[src/rtl/fc_pkg.sv]
// fc_pkg: definitions shared by the FC layer generator and the argmax stage.
//   argmax_state_t : argmax FSM state encoding (ACCUM collects, EMIT presents)
//   M_DEF / T_DEF  : default vector length and element width
//   iw_of()        : index width for an M-element vector, never below 1 bit
package fc_pkg;

    localparam int M_DEF = 16;
    localparam int T_DEF = 16;

    typedef enum logic [0:0] {ACCUM, EMIT} argmax_state_t;

    // $clog2(1) and $clog2(2) would give 0 and 1. Clamping to 1 keeps every
    // index bus at least one bit wide.
    function automatic int iw_of(input int n);
        return (n <= 2) ? 1 : $clog2(n);
    endfunction

endpackage

[src/rtl/fc_argmax_stage_counter.sv]
// fc_argmax_stage_counter: wrapping up-counter 0..OF-1.
// Ports:
//   clk, reset  : clock, synchronous active-high reset (count -> 0)
//   clr_i       : synchronous clear, takes priority over inc_i
//   inc_i       : advance by one
//   count_o     : current count
//   overflow_o  : inc_i at OF-1 with no clear, i.e. the counter wrapped by itself
module fc_argmax_stage_counter #(
    parameter int OF = 16,
    parameter int W  = 4
) (
    input  logic         clk,
    input  logic         reset,
    input  logic         clr_i,
    input  logic         inc_i,
    output logic [W-1:0] count_o,
    output logic         overflow_o
);

    logic [W-1:0] count_q, count_d;
    logic         at_top;

    assign at_top = (count_q == W'(OF - 1));

    always_comb begin
        count_d = count_q;
        if (clr_i)
            count_d = '0;
        else if (inc_i)
            count_d = at_top ? '0 : count_q + W'(1);
    end

    always_ff @(posedge clk) begin
        if (reset)
            count_q <= '0;
        else
            count_q <= count_d;
    end

    assign count_o    = count_q;
    assign overflow_o = inc_i && !clr_i && at_top;

endmodule

[src/rtl/fc_argmax_stage.sv]
// fc_argmax_stage: streaming argmax over M signed T-bit elements per vector,
// sitting between the FC layer output and the result sink.
// Ports:
//   clk, reset                        : clock, synchronous active-high reset
//   input_valid/input_ready/input_data: element stream from the FC layer
//   output_valid/output_ready         : result handshake
//   output_index                      : index of the maximum (lowest on ties)
//   output_max                        : value of the maximum
// Build option FC_ARGMAX_OVERLAP_EN: while a result is presented, the first
// element of the next vector may be accepted in the same cycle as the result
// handshake (input_ready follows output_ready in EMIT), giving M cycles per
// vector instead of M+1.
module fc_argmax_stage
    import fc_pkg::*;
#(
    parameter  int M  = M_DEF,
    parameter  int T  = T_DEF,
    localparam int IW = iw_of(M)
) (
    input  logic          clk,
    input  logic          reset,
    input  logic          input_valid,
    output logic          input_ready,
    input  logic [T-1:0]  input_data,
    output logic          output_valid,
    input  logic          output_ready,
    output logic [IW-1:0] output_index,
    output logic [T-1:0]  output_max
);

    argmax_state_t state_q, state_d;

    logic [T-1:0]  max_q,     max_d;
    logic [IW-1:0] idx_q,     idx_d;
    logic [T-1:0]  out_max_q, out_max_d;
    logic [IW-1:0] out_idx_q, out_idx_d;

    logic [IW-1:0] cnt;
    logic          cnt_ovf;
    logic          rdy;
    logic          accept;
    logic          last;
    logic          take;
    logic [T-1:0]  cand_max;
    logic [IW-1:0] cand_idx;

    // In EMIT the counter is always 0 (cleared on the final accept), so an
    // overlapped accept there is naturally element k=0 of the next vector.
    always_comb begin
        rdy = (state_q == ACCUM);
`ifdef FC_ARGMAX_OVERLAP_EN
        if (state_q == EMIT)
            rdy = output_ready;
`endif
    end

    assign input_ready = rdy && !reset;
    assign accept      = input_valid && input_ready;
    assign last        = (cnt == IW'(M - 1));

    // First element seeds unconditionally; later ones only on strictly
    // greater, so ties keep the lowest index.
    assign take     = (cnt == '0) || ($signed(input_data) > $signed(max_q));
    assign cand_max = take ? input_data : max_q;
    assign cand_idx = take ? cnt : idx_q;

    fc_argmax_stage_counter #(
        .OF (M),
        .W  (IW)
    ) u_cnt (
        .clk        (clk),
        .reset      (reset),
        .clr_i      (accept && last),
        .inc_i      (accept),
        .count_o    (cnt),
        .overflow_o (cnt_ovf)
    );

    always_comb begin
        state_d   = state_q;
        max_d     = max_q;
        idx_d     = idx_q;
        out_max_d = out_max_q;
        out_idx_d = out_idx_q;

        if (accept) begin
            max_d = cand_max;
            idx_d = cand_idx;
        end

        case (state_q)
            ACCUM: begin
                if (accept && last) begin
                    out_max_d = cand_max;
                    out_idx_d = cand_idx;
                    state_d   = EMIT;
                end
            end
            EMIT: begin
                if (output_ready)
                    state_d = ACCUM;
            end
            default: state_d = ACCUM;
        endcase
    end

    always_ff @(posedge clk) begin
        if (reset) begin
            state_q   <= ACCUM;
            max_q     <= '0;
            idx_q     <= '0;
            out_max_q <= '0;
            out_idx_q <= '0;
        end else begin
            state_q   <= state_d;
            max_q     <= max_d;
            idx_q     <= idx_d;
            out_max_q <= out_max_d;
            out_idx_q <= out_idx_d;
        end
    end

    // The wrap at M-1 is done by the explicit clear, so the counter's own
    // wrap must never fire.
    always_ff @(posedge clk) begin
        if (!reset)
            assert (!cnt_ovf);
    end

    assign output_valid = (state_q == EMIT);
    assign output_index = out_idx_q;
    assign output_max   = out_max_q;

endmodule

[config.mk]
export PLATFORM = sky130hd
export DESIGN_NAME = fc_argmax_stage
export DESIGN_NICKNAME = d
export VERILOG_FILES = /design/src/rtl/fc_pkg.sv /design/src/rtl/fc_argmax_stage_counter.sv /design/src/rtl/fc_argmax_stage.sv
export SDC_FILE = /design/constraint.sdc
export NUM_CORES = 1
export LEC_CHECK = 0
export ABC_AREA = 1
export BUFFER_PORTS_ARGS = -buffer_cell sky130_fd_sc_hd__buf_2
export CORE_UTILIZATION = 60
export DETAILED_ROUTE_END_ITERATION = 8
export PLACE_DENSITY = 0.85
export RECOVER_POWER = 50
export SYNTH_ARGS = -nofsm -noshare
export SYNTH_HDL_FRONTEND = slang
export SYNTH_SLANG_ARGS = --single-unit
[constraint.sdc]
create_clock -name clk -period 4.3 [get_ports clk]
set_input_delay 0.215 -clock clk [delete_from_list [all_inputs] [get_ports clk]]
set_output_delay 0.215 -clock clk [all_outputs]
set_load 0.01 [all_outputs]
# Yosys cells after proc, flatten, opt, wreduce, memory -nomap -nowiden
# Index checks and enable logic that the tools add are counted.
# word_totals
register_bits	45
# op_classes
addsub	1
n_lt_le_gt_ge	1
n_eq_ne	1
n_mux	6
bitwise	1
reduce_logical	8
# ops
cell	count
16-bit > comparator	1
16-bit two-way mux	1
4-bit two-way mux	2
4-bit by 1-bit adder with 4-bit output (second input constant)	1
4-bit == test (second input constant)	1
4-bit logical NOT	1
1-bit logical AND	3
1-bit two-way mux	2
1-bit case mux with 2 select lines	1
2-bit AND reduction	1
2-bit OR reduction	1
1-bit logical NOT	1
1-bit logical OR	1
1-bit NOT	1

# Longest topological paths before layout
# logic_depth
depth_word	6
depth_mapped	19

# Hierarchy
# A second synthesis with hierarchy kept.
# hier_totals
cells_unflattened	398
hier_area_um2	2606.2
# by_module_without_submodules
module	instances	cells_per_inst	area_per_inst_um2	seq_area_each_um2
fc_argmax_stage	1	372	2418.6	820.8
fc_argmax_stage_counter	1	26	187.7	80.1

# Worst setup path after synthesis
# No wires, ideal clock.
# synth_timing
kind	register -> register
from	reg max_q[15]
to	reg idx_q[1]
t_arrival_ns	1.692
path_slack_ns	2.499
path_stages_with_launch	14
n_path_buf	1
path_cell_list	dfxtp_1 -> inv_1 -> ha_1 -> a21oi_1 -> o21ai_0 -> a21oi_1 -> nand3_1 -> nand3_2 -> nand2_4 -> buf_8 -> nand2_2 -> nand3_1 -> nand2_1 -> inv_1
# synth_via
elab_chain_cells	3
# synth_rtl
element	line_no	source
start: declaration	fc_argmax_stage.sv:33	logic [T-1:0] max_q, max_d;
start signal: assignment	fc_argmax_stage.sv:116	max_q <= max_d;
16-bit > comparator	fc_argmax_stage.sv:63	assign take = (cnt == '0) || ($signed(input_data) > $signed(max_q));
1-bit logical OR	fc_argmax_stage.sv:63	
4-bit two-way mux	fc_argmax_stage.sv:65	assign cand_idx = take ? cnt : idx_q;
end signal: assignment	fc_argmax_stage.sv:117	idx_q <= idx_d;
end: declaration	fc_argmax_stage.sv:34	logic [IW-1:0] idx_q, idx_d;
# Every way passes these cells.
# A chain may end at the register's enable or synchronous reset.

# Final worst setup path
# layout_timing
from	reg max_q[11]
to	reg max_q[2]
# layout_via
elab_chain_cells	3
# layout_rtl
element	line_no	source
16-bit > comparator	fc_argmax_stage.sv:63	
1-bit logical OR	fc_argmax_stage.sv:63	
16-bit two-way mux	fc_argmax_stage.sv:64	assign cand_max = take ? input_data : max_q;
# Every way passes these cells.

==> results.txt <==
The total grt overflow came out at 0. The count of unique library cells instantiated by Yosys came out at 26. The instance count of the mapped netlist is 363. The worst slew margin relative to its limit is 33.2%. The final-report hold violation count is 0.

The finished cells cover 2690 sq um. The count of buffer and inverter cells on the critical path came out at 1. Setup repair after global routing left no endpoint under its margin.

The flow ran to the end, and the final reports show no timing, DRC or antenna violations. The initial DRC count came out at 119. On the final layout, the worst clock skew is 0.00620 ns. The standby leakage power is 1.46 nW. In the layout the commonest cells are 134 x nand2_1, 53 x nand3_1, 50 x inv_1. The CTS buffer count came out at 5. The maximum level of the CTS H-tree came out at 2.

The gate family responsible for the most delay along the worst path is simple AND/OR/NAND/NOR gates. Summing the sequential cell areas from Yosys gives 37.0% of the chip area. The via count of the first global-routing pass was 2053. The end of the worst register-to-register path is max_q[2]. Along the worst path, the maximum fanout reaches 22. After layout, the worst path uses 70.6% of the clock period. The first global-routing pass estimated 8830 um of wire.

The post-route DRC violation count came out at 0. The total number of nets in the final design came out at 436. The cell occurring most often along the worst timing path is nand2_1. The clock-pin slew on the worst setup and hold paths came out at 0.09 ns.

The endpoint type of the worst setup path is a register. The clock net sink count came out at 45. Summed over all instances, the cell type with the most area after synthesis is dfxtp_1. For this run, the number of Yosys warnings is 0.

The number of post-CTS setup repair buffers is 0. The number of endpoints failing setup at the final stage is 0. The final antenna-violating net count came out at 0. The mean number of vias per cell came out at 5.16. The clock latency reported for the late side of the worst-skew pair is 0.30 ns. The placed instance count came out at 439. The number of register bits inferred by synthesis is 45. The most critical setup path has its startpoint at max_q[11]. The max-slew violation total from the final report is 0. The buffer cell driving the clock tree root is clkbuf_8. The sum of net half-perimeters after detailed placement came out at 3580 um.

The effective utilization at floorplan is 64.6%. The diode insertion count for antenna repair came out at 0. The worst setup path is launched from a register. Yosys attributes the largest share of cell area to dfxtp_1 37%, nand2_1 20%, nand3_1 10%, ha_1 9.2%, inv_1 7.6%. From synthesis to final layout, the design area changed by 10.4%. The standard cell area after detailed placement came out at 2640 sq um. The number of max-cap violations is 0.

The wire length per cell came out at 11.8 um. After layout, the minimum clock period comes to 3.04 ns. The library cell used most frequently in the layout, excluding fill and tap cells, is nand2_1. The number of nets in the synthesized netlist is 401. The total track usage is 26.9%. The mapped netlist covers 2430 sq um.

The top cell type by area accounts for 37.0% of the synthesized area. Data on the critical path arrives at its endpoint at 3.24 ns. Measured along the y axis, the die boundary spans 65.7 um. Derived from the worst setup path, the maximum achievable clock frequency is 329 MHz.

The final wirelength came out at 5290 um. The pin count of the biggest net entering global routing is 25. Counting along the longest clock path gives a buffer depth of 2. The depth of the worst register-to-register path came out at 12. The critical path's largest stage delay is 0.68 ns. The routability congestion estimate from global placement came out at 0.856. On the critical path, the stage with the largest delay is an instance of nand3_1. TritonCTS built the clock tree. At the pin with the least slew margin, the transition time is 0.999 ns. The area of the core came out at 3770 sq um.

The worst reg-to-reg setup slack came out at 1.26 ns. 42 I/O pins were placed. The post-layout instance count excluding filler cells came out at 447. The number of buffers inserted by hold repair at cts is 0.

The setup path with the least slack is of type reg -> reg. The ratio of cells with drive above 1 in the final layout is 8.77%. The count of buffers added on input and output ports is 41. The number of rows in the core area came out at 22.

Traced cell by cell, the critical path runs through inv_1 > ha_1 > a21oi_1 > nand2_1 > a21oi_1 > nand2_1 > nand2_1 > nand3_1 > nand2_4 > nand2_1 > nand3_1 > nand2_1. The floorplan die area came out at 4320 sq um. In this run the power density over the cells is 343 nW/um^2. The worst hold path belongs to the class in -> reg. The cell count along the critical path came out at 12. The setup total negative slack is 0 ns. The post-CTS resize count came out at 0.

The x dimension of the die is 65.7 um. The required time of the worst setup path is 4.50 ns. The number of antenna violations at the first check in global routing is 0. The number of detailed-route iterations in the first pass is 4.

The mean post-synth cell area is 6.71 sq um. The end point of the critical path is max_q[2]. The startpoint of the most critical register-to-register path is max_q[11]. The worst-case vdd ir drop is 0.257 mV. The final route contains 2306 vias.
-- routing by layer --
metal | wire, um | global-route usage (%) | part of all wire, % | up-vias
li1 | - | - | - | 1205
met1 | 2350 | 32.2 | 44 | 1029
met2 | 2540 | 46.4 | 48 | 62
met3 | 303 | 6.77 | 5.7 | 10
met4 | 93 | 8.70 | 1.8 | 0
met5 | 0 | 0 | 0 | -
-- worst reg2reg max path, delay by kind of cell (launching register included) --
family,cells,cell delay (ns)
AOI/OAI and AO/OA,2,0.40
and+or+nand+nor,8,1.83
DFF,1,0.34
buffers and inverters,1,0.06
adders and majority gates,1,0.31
-- worst min-delay path by stage --
stage                          startpoint               to  slack [ns]  depth (start not counted)
final                        output_ready     output_valid        0.15                          2
after detailed placement    output_max[5]    output_max[5]        0.44                          2
after floorplan              output_ready     output_valid        0.33                          1
after global placement    output_index[1]  output_index[1]        0.43                          2
after global routing         output_ready     output_valid        0.13                          2
after CTS                    output_ready     output_valid        0.14                          2
-- registers in the layout, summed over array words and instances (netlist names) --
name / cells
u_cnt.count_o: 4
idx_q: 4
output_valid: 1
output_max: 16
output_index: 4
max_q: 16
-- cells in the mapped netlist (all sizes together) --
cell type,instances
nand2,139
nand3,53
inv,50
dfxtp,45
ha,18
o21ai,17
nor2,11
a21oi,8
clkbuf,8
buf,7
nand4,2
nor3,2
a21o,1
o22ai,1
xor2,1
-- logic make-up after synthesis --
logic type	synth area share, %
adders and majority gates	9.25
and+or+nand+nor	36.7
xor gates and xnor gates	0.360
AOI/OAI and AO/OA	5.70
buffers and inverters	11.0
DFF	37.0
-- metrics by stage --
stage / total power [mW] / hold slack (ns) / setup WS [ns] / util, %
3_5_place_dp: 0.643 / 0.436 / 1.63 / 69.9
6_report: 0.922 / 0.145 / 1.26 / 71.3
2_1_floorplan: 0.604 / 0.329 / 2.50 / -
5_1_grt: 0.979 / 0.132 / 0.992 / 71.3
4_1_cts: 0.926 / 0.145 / 1.67 / 72.6
3_3_place_gp: 0.636 / 0.432 / 1.78 / 69.9
-- cell type report --
cell class                      instances  area [sq um]
Multi-Input combinational cell        253          1250
Fill cell                             343          1080
Sequential cell                        45           901
Timing Repair Buffer                   43           193
Inverter                               50           188
Clock buffer                            7          96.3
Tap cell                               48          60.1
Clock inverter                          1          5.00
-- power by group --
part	switching (mW)	internal (mW)
Combinational	0.124	0.0606
Clock	0.144	0.145
Sequential	0.0113	0.437
Total	0.280	0.643
No activity file was read; power rests on OpenSTA's default activity.
